**src/rtl/io_mem_sched.sv**
```systemverilog
// Turns SPI toggle strobes into SDRAM word transactions: write FIFO, DMA pointer, read prefetch.
// Only one transaction is outstanding at a time, and a pending read always wins the next slot.
module io_mem_sched #(
    parameter int ADDR_WIDTH = 23,
    parameter int FIFO_DEPTH = 4
) (
    input  logic                  clk,
    input  logic                  reset,
    input  logic                  mist_wr_strobe,
    input  logic                  uio_wr_strobe,
    input  logic                  rd_strobe,
    input  logic [15:0]           data_in,
    input  logic [ADDR_WIDTH-1:0] uio_addr,
    input  logic                  dma_addr_load,
    input  logic [ADDR_WIDTH-1:0] dma_addr_in,
    output logic [15:0]           data_out,
    input  logic                  mem_slot,
    output logic                  mem_req,
    output logic                  mem_we,
    output logic [ADDR_WIDTH-1:0] mem_addr,
    output logic [15:0]           mem_din,
    input  logic                  mem_ack,
    input  logic [15:0]           mem_dout,
    output logic [ADDR_WIDTH-1:0] dma_ptr,
    output logic                  overrun,
    output logic                  busy
);
    localparam int PW = $clog2(FIFO_DEPTH);

    typedef enum logic [1:0] {IDLE, WRITE, READ} state_t;

    state_t                state_q, state_d;
    logic                  mem_req_q, mem_req_d, mem_we_q, mem_we_d;
    logic [ADDR_WIDTH-1:0] mem_addr_q, mem_addr_d, dma_ptr_q, dma_ptr_d;
    logic [15:0]           mem_din_q, mem_din_d, data_out_q, data_out_d;
    logic                  overrun_q, overrun_d, rd_pend_q, rd_pend_d, discard_q, discard_d;
    logic [PW-1:0]         wr_ptr_q, wr_ptr_d, rd_ptr_q, rd_ptr_d;
    logic [PW:0]           count_q, count_d;
    logic                  defer_vld_q, defer_vld_d;
    logic [ADDR_WIDTH-1:0] defer_addr_q, defer_addr_d;
    logic [15:0]           defer_data_q, defer_data_d;
    logic                  mist_strobe_q, uio_strobe_q, rd_strobe_q;
    logic [ADDR_WIDTH-1:0] fifo_addr [FIFO_DEPTH];
    logic [15:0]           fifo_data [FIFO_DEPTH];

    logic                  mist_ev, uio_ev, rd_ev, rd_ev_ok;
    logic                  push_vld, push_ok, push_drop, drop_extra, pop;
    logic [ADDR_WIDTH-1:0] push_addr;
    logic [15:0]           push_data;
    logic                  rd_keep, start_rd, start_wr;

    assign mist_ev  = mist_wr_strobe ^ mist_strobe_q;
    assign uio_ev   = uio_wr_strobe ^ uio_strobe_q;
    assign rd_ev    = rd_strobe ^ rd_strobe_q;
    assign rd_ev_ok = rd_ev && !rd_pend_q && (state_q != READ);
    assign pop      = (state_q == WRITE) && mem_ack;
    assign push_ok  = push_vld && ((count_q != (PW+1)'(FIFO_DEPTH)) || pop);
    assign push_drop = push_vld && !push_ok;
    // A read whose pointer was reloaded mid-flight still handshakes but is thrown away.
    assign rd_keep  = (state_q == READ) && mem_ack && !discard_q && !dma_addr_load;
    assign start_rd = (state_q == IDLE) && mem_slot && rd_pend_q && !dma_addr_load;
    assign start_wr = (state_q == IDLE) && mem_slot && !rd_pend_q && (count_q != '0);

    // Push arbitration: a deferred UIO word goes first, then MIST, then UIO; the loser is deferred.
    always_comb begin
        push_vld     = 1'b0;
        push_addr    = '0;
        push_data    = '0;
        drop_extra   = 1'b0;
        defer_vld_d  = 1'b0;
        defer_addr_d = defer_addr_q;
        defer_data_d = defer_data_q;
        if (defer_vld_q) begin
            push_vld  = 1'b1;
            push_addr = defer_addr_q;
            push_data = defer_data_q;
            if (mist_ev) begin
                defer_vld_d  = 1'b1;
                defer_addr_d = dma_ptr_q;
                defer_data_d = data_in;
                drop_extra   = uio_ev;
            end else if (uio_ev) begin
                defer_vld_d  = 1'b1;
                defer_addr_d = uio_addr;
                defer_data_d = data_in;
            end
        end else if (mist_ev) begin
            push_vld  = 1'b1;
            push_addr = dma_ptr_q;
            push_data = data_in;
            if (uio_ev) begin
                defer_vld_d  = 1'b1;
                defer_addr_d = uio_addr;
                defer_data_d = data_in;
            end
        end else if (uio_ev) begin
            push_vld  = 1'b1;
            push_addr = uio_addr;
            push_data = data_in;
        end
    end

    always_comb begin
        wr_ptr_d   = push_ok ? wr_ptr_q + PW'(1) : wr_ptr_q;
        rd_ptr_d   = pop ? rd_ptr_q + PW'(1) : rd_ptr_q;
        count_d    = count_q + (PW+1)'(push_ok) - (PW+1)'(pop);
        rd_pend_d  = (rd_pend_q && !start_rd) || dma_addr_load || rd_ev_ok;
        discard_d  = discard_q;
        if ((state_q == READ) && mem_ack)
            discard_d = 1'b0;
        else if ((state_q == READ) && dma_addr_load)
            discard_d = 1'b1;
        dma_ptr_d  = dma_addr_load ? dma_addr_in
                   : dma_ptr_q + ADDR_WIDTH'(mist_ev) + ADDR_WIDTH'(rd_keep);
        data_out_d = rd_keep ? mem_dout : data_out_q;
        overrun_d  = (overrun_q && !dma_addr_load) || push_drop || drop_extra || (rd_ev && !rd_ev_ok);
    end

    always_comb begin
        state_d    = state_q;
        mem_req_d  = mem_req_q;
        mem_we_d   = mem_we_q;
        mem_addr_d = mem_addr_q;
        mem_din_d  = mem_din_q;
        case (state_q)
            IDLE: begin
                if (start_rd) begin
                    state_d    = READ;
                    mem_req_d  = 1'b1;
                    mem_we_d   = 1'b0;
                    mem_addr_d = dma_ptr_q;
                end else if (start_wr) begin
                    state_d    = WRITE;
                    mem_req_d  = 1'b1;
                    mem_we_d   = 1'b1;
                    mem_addr_d = fifo_addr[rd_ptr_q];
                    mem_din_d  = fifo_data[rd_ptr_q];
                end
            end
            WRITE, READ: begin
                if (mem_ack) begin
                    state_d   = IDLE;
                    mem_req_d = 1'b0;
                end
            end
            default: begin
                state_d   = IDLE;
                mem_req_d = 1'b0;
            end
        endcase
    end

    always_ff @(posedge clk or posedge reset) begin
        if (reset) begin
            state_q     <= IDLE;
            mem_req_q   <= 1'b0;
            mem_we_q    <= 1'b0;
            mem_addr_q  <= '0;
            mem_din_q   <= '0;
            dma_ptr_q   <= '0;
            data_out_q  <= '0;
            overrun_q   <= 1'b0;
            rd_pend_q   <= 1'b0;
            discard_q   <= 1'b0;
            wr_ptr_q    <= '0;
            rd_ptr_q    <= '0;
            count_q     <= '0;
            defer_vld_q <= 1'b0;
        end else begin
            state_q     <= state_d;
            mem_req_q   <= mem_req_d;
            mem_we_q    <= mem_we_d;
            mem_addr_q  <= mem_addr_d;
            mem_din_q   <= mem_din_d;
            dma_ptr_q   <= dma_ptr_d;
            data_out_q  <= data_out_d;
            overrun_q   <= overrun_d;
            rd_pend_q   <= rd_pend_d;
            discard_q   <= discard_d;
            wr_ptr_q    <= wr_ptr_d;
            rd_ptr_q    <= rd_ptr_d;
            count_q     <= count_d;
            defer_vld_q <= defer_vld_d;
        end
    end

    // Strobe copies track their inputs through reset, so no event fires on release.
    always_ff @(posedge clk) begin
        mist_strobe_q <= mist_wr_strobe;
        uio_strobe_q  <= uio_wr_strobe;
        rd_strobe_q   <= rd_strobe;
        defer_addr_q  <= defer_addr_d;
        defer_data_q  <= defer_data_d;
        if (push_ok) begin
            fifo_addr[wr_ptr_q] <= push_addr;
            fifo_data[wr_ptr_q] <= push_data;
        end
    end

    assign mem_req  = mem_req_q;
    assign mem_we   = mem_we_q;
    assign mem_addr = mem_addr_q;
    assign mem_din  = mem_din_q;
    assign dma_ptr  = dma_ptr_q;
    assign data_out = data_out_q;
    assign overrun  = overrun_q;
    assign busy     = (count_q != '0) || defer_vld_q || rd_pend_q || mem_req_q;
endmodule

```
**config.mk**
```make
export PLATFORM = sky130hd
export DESIGN_NAME = io_mem_sched
export DESIGN_NICKNAME = d
export VERILOG_FILES = /design/src/rtl/io_mem_sched.sv
export SDC_FILE = /design/constraint.sdc
export NUM_CORES = 1
export LEC_CHECK = 0
export CORE_AREA = 5 5 166 168
export CTS_CLUSTER_DIAMETER = 200
export CTS_CLUSTER_SIZE = 24
export DETAILED_ROUTE_END_ITERATION = 6
export DIE_AREA = 0 0 171 173
export DONT_BUFFER_PORTS = 1
export GPL_ROUTABILITY_DRIVEN = 0
export GPL_TIMING_DRIVEN = 0
export PLACE_DENSITY = 0.67
export REMOVE_ABC_BUFFERS = 1
export SYNTH_ARGS = -nofsm -noshare
export SYNTH_HDL_FRONTEND = slang
export SYNTH_SLANG_ARGS = --single-unit
```
**constraint.sdc**
```tcl
create_clock -name clk -period 3.24 [get_ports clk]
set_input_delay 0.324 -clock clk [delete_from_list [all_inputs] [get_ports clk]]
set_output_delay 0.324 -clock clk [all_outputs]
set_load 0.02 [all_outputs]
```
# Word-level counts from Yosys, hierarchy flattened
# Memories as Yosys holds them, arrays and structs flattened. A register that Yosys moved wholly into a read port is not among the register bits.
# Index checks and enable logic that the tools add are counted.
# word_totals
reg_bits	119
latchBits	0
ram_bits	156
mem_bits_ro	0
word_cells	114
n_memories	2
# memory_table
name	depth	word_bits	read_ports	rd_clocked_by_memory_dff	wr	line	text
fifo_addr	4	23	1	0	1	43	logic [ADDR_WIDTH-1:0] fifo_addr [FIFO_DEPTH];
fifo_data	4	16	1	1	1	44	logic [15:0] fifo_data [FIFO_DEPTH];
# classes
add_sub_neg	6
n_mul	0
div_mod_pow	0
magnitude_cmp	0
eq_ne	6
n_shift	0
mux	37
bitwise_logic	4
reduce_logical	41
# op_table
operator	n
two-way mux 23 bit	10
two-way mux 16 bit	7
adder 23 x 1 -> 23 bit	2
logical AND 1 bit	17
two-way mux 1 bit	15
logical OR 1 bit	9
logical NOT 1 bit	6
two-way mux 2 bit	3
!= test 3 bit, second input constant	2
nonzero test 2 bit	3
adder 2 x 1 -> 2 bit, second input constant	2
!= test 2 bit, second input constant	2
one-hot mux 2 bit (2 select lines)	1
AND reduction 2 bit	2
adder 3 x 1 -> 3 bit	1
AND reduction 3 bit	1
nonzero test 3 bit	1
subtractor 3 x 1 -> 3 bit	1
bitwise XOR 1 bit	3
== test 2 x 1 -> 1 bit, second input constant	1
== test 2 bit, second input constant	1
logical NOT 2 bit	1
one-hot mux 1 bit (2 select lines)	1
OR reduction 2 bit	1
inverter 1 bit	1

# Logic depth before layout (Yosys ltp)
# depth
depth_word	10
mapped_depth	13

# Worst setup path before layout
# No wires, ideal clock.
# synth_timing
kind	reg-to-reg
startpoint	register state_q[0]
endpoint	register dma_ptr_q[16], in the netlist dma_ptr[16]
setup_time_ns	0.124
t_arrival_ns	2.999
path_slack_ns	0.117
stages_incl_launch_ff	14
path_buffers	1
path_cell_list	dfrtp_1 -> inv_1 -> ha_1 -> nand2_1 -> nor3_2 -> buf_2 -> inv_1 -> fa_1 -> inv_1 -> ha_1 -> nand3_1 -> nor4_4 -> mux2i_1 -> a211o_1
# synth_via
elab_chain_cells	6
# synth_lines
item	line	text
start: declaration	32	state_t state_q, state_d;
start signal: assignment	170	state_q <= state_d;
== test 2 bit	60	assign rd_keep = (state_q == READ) && mem_ack && !discard_q && !dma_addr_load;
logical AND 1 bit (3 in series)	60	
adder 23 x 1 -> 23 bit	114	: dma_ptr_q + ADDR_WIDTH'(mist_ev) + ADDR_WIDTH'(rd_keep);
two-way mux 23 bit	113	dma_ptr_d = dma_addr_load ? dma_addr_in
named net dma_ptr_d[16]	34	logic [ADDR_WIDTH-1:0] mem_addr_q, mem_addr_d, dma_ptr_q, dma_ptr_d;
end signal: assignment	175	dma_ptr_q <= dma_ptr_d;
end: declaration	34	
# The timed path passes the listed nets, and every way through them passes these cells.
# A chain may end at the register's enable or synchronous reset.

# Final worst setup path
# layout_timing
startpoint	register mist_strobe_q
endpoint	register dma_ptr_q[16], in the netlist dma_ptr[16]
# layout_via
elab_chain_cells	4
# layout_lines
item	line	text
start: declaration	42	logic mist_strobe_q, uio_strobe_q, rd_strobe_q;
start signal: assignment	189	mist_strobe_q <= mist_wr_strobe;
bitwise XOR 1 bit	52	assign mist_ev = mist_wr_strobe ^ mist_strobe_q;
adder 23 x 1 -> 23 bit (2 in series)	114	
two-way mux 23 bit	113	
named net dma_ptr_d[16]	34	
# The timed path passes the listed nets, and every way through them passes these cells.

==> run_summary.xml <==
<?xml version="1.0" encoding="UTF-8"?>
<metrics>
  <group name="status">
    <metric name="outcome" unit="">finished, final reports clean</metric>
  </group>
  <group name="logic_synthesis">
    <metric name="synthDominantAreaCellType" unit="">sky130_fd_sc_hd__edfxtp_1</metric>
    <metric name="ys_dominant_reg_cell" unit="">sky130_fd_sc_hd__edfxtp_1</metric>
    <metric name="synthesis.area" unit="um2">12700</metric>
    <metric name="synthesis.instances" unit="">896</metric>
    <metric name="async_flop_share" unit="">0.320</metric>
    <metric name="cells_taking_the_most_area_after_synthesis" unit="">sky130_fd_sc_hd__edfxtp_1 (46%), sky130_fd_sc_hd__dfrtp_1 (18%), sky130_fd_sc_hd__mux4_2 (6.9%)</metric>
    <metric name="post_synth_num_cell_types" unit="">52</metric>
    <metric name="synth_warnings" unit="">0</metric>
    <metric name="count_of_flip_flops_with_a_built_in_enable_after_synthesis" unit="">195</metric>
    <metric name="synth-seq-cells" unit="">291</metric>
    <metric name="synth_seq_area_share" unit="">0.647</metric>
    <metric name="synth.avg_cell_area" unit="um2">14.2</metric>
    <metric name="synth_largest_type_area_fraction" unit="">0.460</metric>
  </group>
  <group name="global_routing">
    <metric name="wire_length_of_the_first_global_routing_pass" unit="mm">45.9</metric>
    <metric name="grt_antenna_before_repair" unit="">0</metric>
    <metric name="grt_remaining_overflow" unit="">0</metric>
    <metric name="grt_max_degree" unit="">69</metric>
    <metric name="first_global_vias" unit="">7526</metric>
    <metric name="global_routing_usage_summed_across_all_routing_layers" unit="">0.201</metric>
  </group>
  <group name="routing">
    <metric name="avgRoutedWirePerCell" unit="um">23.5</metric>
    <metric name="route.antenna.remaining_nets" unit="">0</metric>
    <metric name="detail_route.first_pass.iterations" unit="">5</metric>
    <metric name="num_vias" unit="">7351</metric>
    <metric name="detail_route.wirelength" unit="mm">29.8</metric>
    <metric name="detail_route.iter0.violations" unit="">413</metric>
    <metric name="route.detailed.vias_per_inst" unit="">5.80</metric>
    <metric name="route.detailed.drc" unit="">0</metric>
  </group>
  <group name="cells_and_area">
    <metric name="finalNetCount" unit="">1021</metric>
    <metric name="post_route_cells_drive_above_1_share" unit="">0.152</metric>
    <metric name="flow.area_growth_from_synthesis" unit="%">12.4</metric>
    <metric name="fillers" unit="">2046</metric>
    <metric name="antenna_cells" unit="">0</metric>
    <metric name="layoutNonFillerInstCount" unit="">1268</metric>
    <metric name="fin_util" unit="">0.556</metric>
  </group>
  <group name="setup_path">
    <metric name="worst_r2r_path_depth" unit="">11</metric>
    <metric name="path_delay_family" unit="">adder cells</metric>
    <metric name="endpoint_kind" unit="">register</metric>
    <metric name="arrival" unit="ps">3460</metric>
    <metric name="worst_path_max_delay_cell" unit="">sky130_fd_sc_hd__fa_1</metric>
    <metric name="critical_path.max_fanout" unit="">20</metric>
    <metric name="slowest_delay" unit="ps">430</metric>
    <metric name="cp-start-kind" unit="">register</metric>
    <metric name="worst-path-buf-inv" unit="">4</metric>
    <metric name="critical_path_depth" unit="">11</metric>
    <metric name="critical_path_required" unit="ps">3640</metric>
    <metric name="critPathKind" unit="">register to register</metric>
    <metric name="critical_path.cell_chain" unit="">xor2_4 &gt; buf_16 &gt; clkinvlp_4 &gt; fa_1 &gt; inv_1 &gt; ha_2 &gt; nand3_4 &gt; nor4_4 &gt; buf_4 &gt; mux2i_1 &gt; a211o_1</metric>
  </group>
  <group name="min_path">
    <metric name="hold_path_depth" unit="">1</metric>
    <metric name="min_path_type" unit="">input pin to register</metric>
  </group>
  <group name="run">
    <metric name="drv.max_cap_violation_count" unit="">0</metric>
  </group>
  <group name="clocking">
    <metric name="clk_pin_slew" unit="ps">100</metric>
    <metric name="cts_sinks" unit="">291</metric>
    <metric name="cts_htree_levels" unit="">1</metric>
    <metric name="cts-buffers-inserted" unit="">16</metric>
    <metric name="worst_skew_pair.late_latency" unit="ps">510</metric>
    <metric name="root_buffer" unit="">sky130_fd_sc_hd__clkbuf_16</metric>
    <metric name="clock_tree_from_tritoncts" unit="">yes</metric>
    <metric name="max-clock-path-buffers" unit="">3</metric>
  </group>
  <group name="timing">
    <metric name="max_slew_margin" unit="">0.350</metric>
    <metric name="finalHoldViolations" unit="">0</metric>
    <metric name="setup_violations" unit="">0</metric>
    <metric name="max_slew.worst_pin.slew" unit="ps">975</metric>
    <metric name="timing.final.crit_period" unit="ps">3060</metric>
    <metric name="finalCritPeriodShare" unit="">0.944</metric>
    <metric name="drv_slew" unit="">0</metric>
    <metric name="unrepaired_setup_endpoints_after_global_routing" unit="">no</metric>
    <metric name="maxClockFrequency" unit="GHz">0.327</metric>
    <metric name="worst_case_clock_skew" unit="ps">35.3</metric>
  </group>
  <group name="die">
    <metric name="floorplan.core_area" unit="um2">25800</metric>
    <metric name="dieHeight" unit="um">173</metric>
    <metric name="floorplan.initialDensity" unit="">0.495</metric>
    <metric name="number_of_top_level_design_ports" unit="">168</metric>
    <metric name="placement_rows" unit="">59</metric>
    <metric name="die_w" unit="um">171</metric>
    <metric name="design.die.area" unit="um2">29600</metric>
  </group>
  <group name="power">
    <metric name="cellLeakagePower" unit="nW">5.40</metric>
    <metric name="finalPower" unit="mW">12.4</metric>
    <metric name="pwr_cell_area" unit="nW/um2">864</metric>
    <metric name="vdd_drop_max" unit="V">0.000513</metric>
  </group>
  <group name="place">
    <metric name="post-place-cells" unit="">1185</metric>
    <metric name="hpwl" unit="mm">18.2</metric>
    <metric name="io_buffer_count" unit="">0</metric>
  </group>
</metrics>
-- per-stage QoR --
stage / hold WS (ps) / TNS, ps / setup WS [ps] / area (um2)
after global placement: 352 / -1386770 / -5030 / 12900
after floorplan: 352 / -321480 / -1720 / 12500
after CTS: 0.0199 / 0 / 5.05 / 14300
after detailed placement: 314 / -7410 / -788 / 13300
after global routing: 6.10 / 0 / 11.8 / 14300
final: 21.1 / 0 / 182 / 14300
-- cell type report --
type                            instances  area, um2  share of cell area
Multi-Input combinational cell        528       4230               0.296
Timing Repair Buffer                   67        841              0.0587
Inverter                               18       73.8             0.00516
Tap cell                              335        419              0.0293
Clock buffer                           27        463              0.0323
Clock inverter                          1       30.0             0.00210
Timing Repair inverter                  1       5.00            0.000350
Sequential cell                       291       8250               0.576
-- worst reg2reg max path, stage by stage, from the launching register on --
cell                         delay, ps
sky130_fd_sc_hd__dfxtp_1           420
sky130_fd_sc_hd__xor2_4            380
sky130_fd_sc_hd__buf_16            240
sky130_fd_sc_hd__clkinvlp_4        160
sky130_fd_sc_hd__fa_1              430
sky130_fd_sc_hd__inv_1              80
sky130_fd_sc_hd__ha_2              240
sky130_fd_sc_hd__nand3_4           160
sky130_fd_sc_hd__nor4_4            310
sky130_fd_sc_hd__buf_4             190
sky130_fd_sc_hd__mux2i_1            80
sky130_fd_sc_hd__a211o_1           260
-- placed cells by master, fill, tap and decap left out, drive strengths merged, types with 3 or more instances in the layout --
cell / Yosys / routed
dlygate4sd3: 0 / 49
mux4: 39 / 39
nand3: 10 / 10
o21ai: 66 / 66
dfxtp: 3 / 3
nor2b: 6 / 6
nand2: 80 / 80
nor3: 4 / 4
xor2: 11 / 11
mux2i: 65 / 65
edfxtp: 195 / 195
a31oi: 5 / 5
dfrtp: 93 / 93
buf: 23 / 18
and2: 5 / 5
nand4: 9 / 9
and3: 24 / 24
a21oi: 51 / 51
mux2: 50 / 50
xnor2: 10 / 10
nor2: 54 / 54
nor4: 4 / 4
ha: 10 / 10
inv: 18 / 17
clkbuf: 36 / 27
or3: 4 / 4
-- report_power, final --
| part | leakage [nW] | internal [mW] | total [mW] | switching (mW) |
|---|---|---|---|---|
| registers | 2.98 | 5.62 | 7.01 | 1.39 |
| clock network | 0.233 | 1.01 | 2.23 | 1.22 |
| logic | 2.19 | 1.55 | 3.14 | 1.59 |
| total | 5.40 | 8.18 | 12.4 | 4.19 |
-- synth_stat cells (all sizes together), types with 2 or more instances --
master    n
or3       4
a21oi    51
nor2b     6
inv      18
ha       10
nand4     9
and2      5
and3     24
xor2     11
nand2    80
fa        2
and4      2
edfxtp  195
xnor2    10
mux4     39
dfrtp    93
or4       2
o22ai     2
o21ai    66
clkbuf   36
nor2     54
mux2     50
dfxtp     3
nor3      4
mux2i    65
nand3    10
buf      23
a31oi     5
nor4      4
a22oi     2
-- state kept, by name, summed over array words and instances (netlist names), 2 cells and up --
name / count
defer_data_q: 16
defer_addr_q: 23
count_q: 3
fifo_addr: 92
dma_ptr: 23
rd_ptr_q: 2
state_q: 2
data_out: 16
mem_din: 16
fifo_data: 64
wr_ptr_q: 2
mem_addr: 23
-- cells by family after synthesis --
logic type	count (synthesis)	share of synthesized area
buffers and inverters	77	0.0266
AND/OR/NAND/NOR	210	0.0803
AO/OA/AOI/OAI	131	0.0539
multiplexers	154	0.164
adder cells (fa/ha/maj)	12	0.0130
flip-flops	291	0.647
XOR/XNOR	21	0.0150
-- worst paths after layout --
check	from	to	slack, ps
max reg2reg	mist_strobe_q	dma_ptr[16]	180
max in group asynchronous	reset	mem_addr[4]	2140
min in group asynchronous	reset	data_out[2]	370
min	data_in[8]	defer_data_q[8]	20
min reg2reg	count_q[0]	count_q[0]	550
max	mist_strobe_q	dma_ptr[16]	180
-- timing repair --
| action | 4_1_cts | 5_1_grt |
|---|---|---|
| hold endpoints to repair | 93 | 1 |
| cloned | 1 | 0 |
| hold buffers | 49 | 1 |
| setup buffers | 4 | 0 |
| pin swaps | 3 | 1 |
| resized for setup | 3 | 3 |
| endpoints found under the setup margin | 18 | 9 |
-- metal layers --
| layer | vias up | wire, um | global-route usage |
|---|---|---|---|
| li1 | 3374 | - | - |
| met1 | 3719 | 12600 | 0.275 |
| met2 | 234 | 14800 | 0.338 |
| met3 | 24 | 2110 | 0.0445 |
| met4 | 0 | 349 | 0.0317 |
| met5 | - | 0 | 0 |
Power figures use the tool's default switching activity.
